==> src/rtl/mux_pkg.sv <==
// Shared types and helpers for the N:1 serialising lane mux.
package mux_pkg;

    typedef enum logic {
        ST_IDLE = 1'b0,
        ST_SEND = 1'b1
    } state_e;

    localparam int MAX_LANES = 64;
    localparam int IDX_W     = 6;

    typedef struct packed {
        logic             none;
        logic [IDX_W-1:0] idx;
    } pick_t;

    function automatic pick_t lowest_set(input logic [MAX_LANES-1:0] mask);
        pick_t r;
        r.none = 1'b1;
        r.idx  = '0;
        // Descending scan so the lowest set bit is the one left standing.
        for (int i = MAX_LANES - 1; i >= 0; i--) begin
            if (mask[i]) begin
                r.none = 1'b0;
                r.idx  = IDX_W'(i);
            end
        end
        return r;
    endfunction

endpackage

==> src/rtl/lane_pick_nx1.sv <==
// Combinational priority selector: lowest pending lane, what remains, last flag.
module lane_pick_nx1
    import mux_pkg::*;
#(
    parameter int LANES  = 4,
    parameter int LANE_W = $clog2(LANES)
) (
    input  logic [LANES-1:0]  mask,
    output logic [LANE_W-1:0] lane,
    output logic [LANES-1:0]  rem,
    output logic              is_last,
    output logic              none
);

    logic [MAX_LANES-1:0] wide;
    pick_t                pick;
    logic                 unused_idx;

    always_comb begin
        wide    = MAX_LANES'(mask);
        pick    = lowest_set(wide);
        lane    = pick.idx[LANE_W-1:0];
        none    = pick.none;
        rem     = mask;
        rem[lane] = 1'b0;
        is_last = (rem == '0);
    end

    assign unused_idx = ^pick.idx;

endmodule

==> src/rtl/mux_nx1_serial.sv <==
// Serialises a group of LANES parallel lanes onto one WIDTH-bit stream,
// lane 0 first, with fixed-slot or skip-invalid timing chosen per group.
module mux_nx1_serial
    import mux_pkg::*;
#(
    parameter  int WIDTH  = 8,
    parameter  int LANES  = 4,
    localparam int LANE_W = $clog2(LANES)
) (
    input  logic                   clk,
    input  logic                   reset,
    input  logic [LANES*WIDTH-1:0] in_data,
    input  logic [LANES-1:0]       in_valid,
    input  logic                   in_load,
    output logic                   in_ready,
    input  logic                   skip_en,
    output logic [WIDTH-1:0]       out,
    output logic                   out_valid,
    output logic [LANE_W-1:0]      out_lane,
    output logic                   out_last
);

    state_e                 state_q, state_d;
    logic [LANES*WIDTH-1:0] data_q, data_d;
    logic [LANES-1:0]       valid_q, valid_d;
    logic [LANES-1:0]       pend_q, pend_d;
    logic [WIDTH-1:0]       out_q, out_d;
    logic                   out_valid_q, out_valid_d;
    logic [LANE_W-1:0]      out_lane_q, out_lane_d;
    logic                   out_last_q, out_last_d;

    logic                   accept;
    logic                   advance;
    logic [LANES-1:0]       pick_mask;
    logic [LANES*WIDTH-1:0] src_data;
    logic [LANES-1:0]       src_valid;
    logic                   lane_v;

    logic [LANE_W-1:0]      pk_lane;
    logic [LANES-1:0]       pk_rem;
    logic                   pk_last;
    logic                   pk_none;

    // The slot on the output is the last one exactly when out_last_q is set,
    // which lets a new group land on the following edge with no bubble.
    assign in_ready = (state_q == ST_IDLE) | out_last_q;
    assign accept   = in_load & in_ready;
    assign advance  = (state_q == ST_SEND) & ~out_last_q;

    // Fixed mode walks every lane, so its pending set starts all-ones.
    assign pick_mask = accept ? (skip_en ? in_valid : {LANES{1'b1}})
                              : pend_q;
    assign src_data  = accept ? in_data  : data_q;
    assign src_valid = accept ? in_valid : valid_q;

    lane_pick_nx1 #(
        .LANES  (LANES),
        .LANE_W (LANE_W)
    ) u_pick (
        .mask    (pick_mask),
        .lane    (pk_lane),
        .rem     (pk_rem),
        .is_last (pk_last),
        .none    (pk_none)
    );

    always_comb begin
        state_d     = state_q;
        data_d      = data_q;
        valid_d     = valid_q;
        pend_d      = pend_q;
        out_d       = '0;
        out_valid_d = 1'b0;
        out_lane_d  = '0;
        out_last_d  = 1'b0;
        lane_v      = src_valid[pk_lane];

        if (accept) begin
            data_d  = in_data;
            valid_d = in_valid;
        end

        if ((accept || advance) && !pk_none) begin
            state_d     = ST_SEND;
            pend_d      = pk_rem;
            out_valid_d = lane_v;
            out_lane_d  = pk_lane;
            out_last_d  = pk_last;
            if (lane_v) begin
                out_d = src_data[int'(pk_lane)*WIDTH +: WIDTH];
            end
        end else begin
            // Covers end of group and a skip-mode group with nothing valid.
            state_d = ST_IDLE;
            pend_d  = '0;
        end
    end

    always_ff @(posedge clk or negedge reset) begin
        if (!reset) begin
            state_q     <= ST_IDLE;
            data_q      <= '0;
            valid_q     <= '0;
            pend_q      <= '0;
            out_q       <= '0;
            out_valid_q <= 1'b0;
            out_lane_q  <= '0;
            out_last_q  <= 1'b0;
        end else begin
            state_q     <= state_d;
            data_q      <= data_d;
            valid_q     <= valid_d;
            pend_q      <= pend_d;
            out_q       <= out_d;
            out_valid_q <= out_valid_d;
            out_lane_q  <= out_lane_d;
            out_last_q  <= out_last_d;
        end
    end

    assign out       = out_q;
    assign out_valid = out_valid_q;
    assign out_lane  = out_lane_q;
    assign out_last  = out_last_q;

endmodule

==> config.mk <==
export PLATFORM = sky130hd
export DESIGN_NAME = mux_nx1_serial
export DESIGN_NICKNAME = d
export VERILOG_FILES = /design/src/rtl/mux_pkg.sv /design/src/rtl/lane_pick_nx1.sv /design/src/rtl/mux_nx1_serial.sv
export SDC_FILE = /design/constraint.sdc
export NUM_CORES = 1
export LEC_CHECK = 0
export ABC_CLOCK_PERIOD_IN_PS = 3900
export BUFFER_PORTS_ARGS = -buffer_cell sky130_fd_sc_hd__buf_2
export CORE_MARGIN = 2
export CORE_UTILIZATION = 55
export CTS_CLUSTER_DIAMETER = 80
export CTS_CLUSTER_SIZE = 28
export DETAILED_ROUTE_END_ITERATION = 10
export GPL_ROUTABILITY_DRIVEN = 0
export PLACE_DENSITY = 0.88
export REMOVE_ABC_BUFFERS = 1
export SLEW_MARGIN = 20
export SYNTH_ARGS = -nofsm -noshare
export SYNTH_HDL_FRONTEND = slang
export SYNTH_SLANG_ARGS = --single-unit
==> constraint.sdc <==
create_clock -name clk -period 3.9 [get_ports clk]
set_input_delay 0.195 -clock clk [delete_from_list [all_inputs] [get_ports clk]]
set_output_delay 0.195 -clock clk [all_outputs]
set_load 0.005 [all_outputs]
==> impl_summary.txt <==
----------------------------------------------------
[Run status]
  Run status ... finished clean

[Floorplan]
  Core area ... 4320 um^2
  Total Die Area ... 4980 um^2
  Horiz. Die Dim ... 70.6 um
  Effective utilization at floorplan ... 56.4%
  Rows ... 24
  Number of primary I/O pins ... 53
  Die boundary height ... 70.6 um

[Global route]
  Grt ovf ... 0
  Pin count of the biggest net entering global routing ... 54
  GRT met3 Usage ... 4.13%
  First-pass GRT wire length ... 8.66 mm
  Number of global-route vias before repair ... 1825
  Antenna violations before repair ... 0
  Most heavily used metal layer in global routing ... met2
  GR met2 Demand/Resource ... 36.1%
  GRT met1 Usage ... 31.4%
  Total global routing track utilization ... 22.0%

[Power]
  Part of the power in combinational logic ... 44.5%
  Proportion of power drawn by the clock network ... 16.7%
  Internal power consumption ... 0.00141 W
  Sequential Power Share ... 38.7%
  Peak supply drop ... 0.494 mV
  Proportion of total power due to net switching ... 38.3%
  Leakage power ... 1.37 nW
  Switching power total ... 0.000874 W
  Power Density ... 806 nW/um^2

[Clocking]
  CTS Buffer Depth ... 2
  Max H-tree Level ... 2
  Clock sink count ... 53
  Clock-pin slew on the worst setup and hold paths ... 0.09 ns
  Post_cts resized ... 0
  TritonCTS clock tree ... yes
  Number of clock buffers inserted by TritonCTS ... 5
  Clock tree root driver cell ... sky130_fd_sc_hd__clkbuf_8
  Clock latency on the worst-skew pair ... 0.30 ns

[STA]
  Clk_skew ... 0.00832 ns
  Count of endpoints failing hold in the final timing report ... 0
  Actual transition at the worst max-transition pin ... 0.641 ns
  RSZ-0062 raised after global routing ... false
  Slew Limit Fails ... 0
  Tcrit/Tclk final ... 59.6%
  Fin crit period ... 2.33 ns
  Final TNS setup ... 0 ns
  Highest attainable clock frequency ... 430 MHz
  Final setup vio count ... 0
  Headroom to the max-slew limit ... 57.2%

[Placed design]
  Cell Count Post-Placement ... 317
  Post-detailed-placement cell area ... 2700 um^2
  DP Wirelength ... 3.58 mm
  Port Buffer Count ... 52

[Yosys]
  Sequential cell area fraction in the yosys report ... 54.4%
  Cell area after synthesis ... 2440 um^2
  Number of enable-type register cells in the synthesized netlist ... 0
  Distinct cell type count of the synthesized netlist ... 40
  Synthesized instance count ... 223
  Warnings, synthesis ... 0
  Leading register cell type out of synthesis ... sky130_fd_sc_hd__dfrtp_1
  Fraction of synthesis flops using an asynchronous set or reset pin ... 100%
  Number of storage elements in the synthesis netlist ... 53
  Avg Inst Size Synth ... 10.9 um^2

[Worst setup path]
  Crit path DAT ... 2.55 ns
  Critical Path Sink Type ... flip-flop
  Setup crit start kind ... flip-flop
  R2R Setup Slk ... 1.57 ns
  Critical path origin ... state_q
  Worst Reg2Reg Path Length in Cells ... 6
  Critical Path RT ... 4.13 ns
  Beginning of the worst register-to-register path ... state_q
  Startpoint-to-endpoint class of the critical path ... reg -> reg
  Largest fanout on the critical path ... 40
  Crit Reg-Reg Endpoint ... out_last

[Drt]
  Vias post-DR ... 1761
  1st-iter DRT viols ... 156
  Post-route DRC violation count ... 0
  Via/cell ratio ... 5.40
  Drt total wl ... 5.16 mm
  Initial DRT Pass Iterations ... 4
  Final antenna-violating net count ... 0
  Wire per inst ... 15.8 um

[Final layout]
  Fin nets ... 313
  Design Area, Final ... 2830 um^2
  Share of post-route cells with drive strength above 1 ... 31.8%
  Non-filler cells, final ... 326
  Antenna Cells ... 0
  Area overhead of the layout relative to synthesis ... 16.1%

[Worst hold path]
  Worst hold path endpoint ... data_q[17]
  Hold/Removal Path Class ... in -> reg
  Critical hold path startpoint ... in_data[17]
  Hold path depth ... 3

[Run]
  Count of max-cap constraint violations ... 0

----------------------------------------------------
==> flip-flops by register name, indices dropped and copies added (netlist names) <==
register	flops
valid_q	4
data_q	32
out_lane	2
out_last	1
out	8
state_q	1
pend_q	4
out_valid	1
==> cell usage after synthesis, types with 2 or more instances <==
master                     number  area (um^2)
sky130_fd_sc_hd__buf_6          3         33.8
sky130_fd_sc_hd__o21ai_0        7         35.0
sky130_fd_sc_hd__clkbuf_1       4         15.0
sky130_fd_sc_hd__buf_2          2         10.0
sky130_fd_sc_hd__nand2_1       79          297
sky130_fd_sc_hd__nor3_1         3         15.0
sky130_fd_sc_hd__a211oi_2       8          100
sky130_fd_sc_hd__nand2b_1       4         25.0
sky130_fd_sc_hd__a21oi_1        2         10.0
sky130_fd_sc_hd__or4bb_1        2         22.5
sky130_fd_sc_hd__mux2i_1        2         20.0
sky130_fd_sc_hd__mux2_1         6         67.6
sky130_fd_sc_hd__nand3b_1       7         52.6
sky130_fd_sc_hd__o22ai_1        9         56.3
sky130_fd_sc_hd__mux2_2         6         67.6
sky130_fd_sc_hd__dfrtp_1       53         1330
sky130_fd_sc_hd__nor2b_1        2         12.5
sky130_fd_sc_hd__mux2i_4        2         45.0
==> critical path, cell delays in order (launching register included) <==
cell,delay [ns]
sky130_fd_sc_hd__dfrtp_1,0.40
sky130_fd_sc_hd__nand2b_4,0.11
sky130_fd_sc_hd__and2_4,0.50
sky130_fd_sc_hd__mux2i_4,0.62
sky130_fd_sc_hd__xnor2_1,0.18
sky130_fd_sc_hd__a211o_1,0.31
sky130_fd_sc_hd__a21oi_1,0.13
==> stage by stage <==
step / setup WS (ns) / utilization, % / power (W) / hold slack (ns)
finish: 1.57 / 65.5 / 0.00228 / 0.105
floorplan: 1.76 / - / 0.00162 / -0.101
global placement: 1.72 / 62.5 / 0.00185 / 0.418
detailed placement: 1.63 / 62.5 / 0.00190 / 0.267
CTS: 1.61 / 65.5 / 0.00229 / 0.104
global route: 1.46 / 65.5 / 0.00244 / 0.117
==> routing by layer <==
| layer | wire length [um] | vias to the layer above | share of wire, % |
|---|---|---|---|
| met4 | 27 | 0 | 0.52 |
| met1 | 2300 | 843 | 45 |
| met3 | 264 | 7 | 5.1 |
| met2 | 2570 | 52 | 50 |
| li1 | - | 859 | - |
| met5 | 0 | - | 0 |
==> how the worst max path moves through the flow <==
stage                     to  slack [ns]
floorplan             out[0]        1.76
global placement    out_last        1.72
detailed placement  out_last        1.63
CTS                 out_last        1.61
global route        out_last        1.46
finish              out_last        1.57
==> timing repair <==
| action | in CTS | in global routing |
|---|---|---|
| setup buffers | 0 | 0 |
| hold buffers | 1 | 0 |
| endpoints found under the hold margin | 53 | 0 |
| setup endpoints to repair | 0 | 0 |
==> kinds of logic (layout without fill, tap and decap cells) <==
kind of cell	count (synthesis)	in the layout	share of synthesized area, %
and+or+nand+nor	104	104	19.6
buffers and inverters	12	63	3.03
muxes	17	17	8.82
DFF	53	53	54.4
other	1	1	0.154
AOI/OAI and AO/OA	35	35	13.6
xor gates and xnor gates	1	1	0.359
==> layout make-up <==
cell class / instances / area (um^2)
fill: 367 / 1490
sequential: 53 / 1330
multi-input combinational: 158 / 1040
timing repair buffer: 54 / 280
clock buffer: 7 / 86.3
tap: 52 / 65.1
clock inverter: 1 / 30.0
inverter: 1 / 3.75
==> power groups by stage <==
| stage | Combinational (W) | Sequential, W | Clock, W |
|---|---|---|---|
| 2_1_floorplan | 0.000745 | 0.000873 | 0 |
| 3_3_place_gp | 0.000966 | 0.000883 | 0 |
| 3_5_place_dp | 0.00100 | 0.000895 | 0 |
| 4_1_cts | 0.00102 | 0.000885 | 0.000388 |
| 5_1_grt | 0.00112 | 0.000907 | 0.000404 |
| 6_report | 0.00102 | 0.000883 | 0.000382 |
==> placed cells by master, fill, tap and decap left out, types with 4 or more instances in the layout <==
| master | synthesis | layout |
|---|---|---|
| sky130_fd_sc_hd__clkbuf_8 | 0 | 6 |
| sky130_fd_sc_hd__dfrtp_1 | 53 | 53 |
| sky130_fd_sc_hd__mux2_1 | 6 | 6 |
| sky130_fd_sc_hd__o22ai_1 | 9 | 9 |
| sky130_fd_sc_hd__o21ai_0 | 7 | 7 |
| sky130_fd_sc_hd__a211oi_2 | 8 | 8 |
| sky130_fd_sc_hd__buf_2 | 2 | 51 |
| sky130_fd_sc_hd__nand2_1 | 79 | 79 |
| sky130_fd_sc_hd__nand3b_1 | 7 | 7 |
| sky130_fd_sc_hd__nand2b_1 | 4 | 4 |
| sky130_fd_sc_hd__mux2_2 | 6 | 6 |
Note: power is estimated with default switching activity, not from simulation.
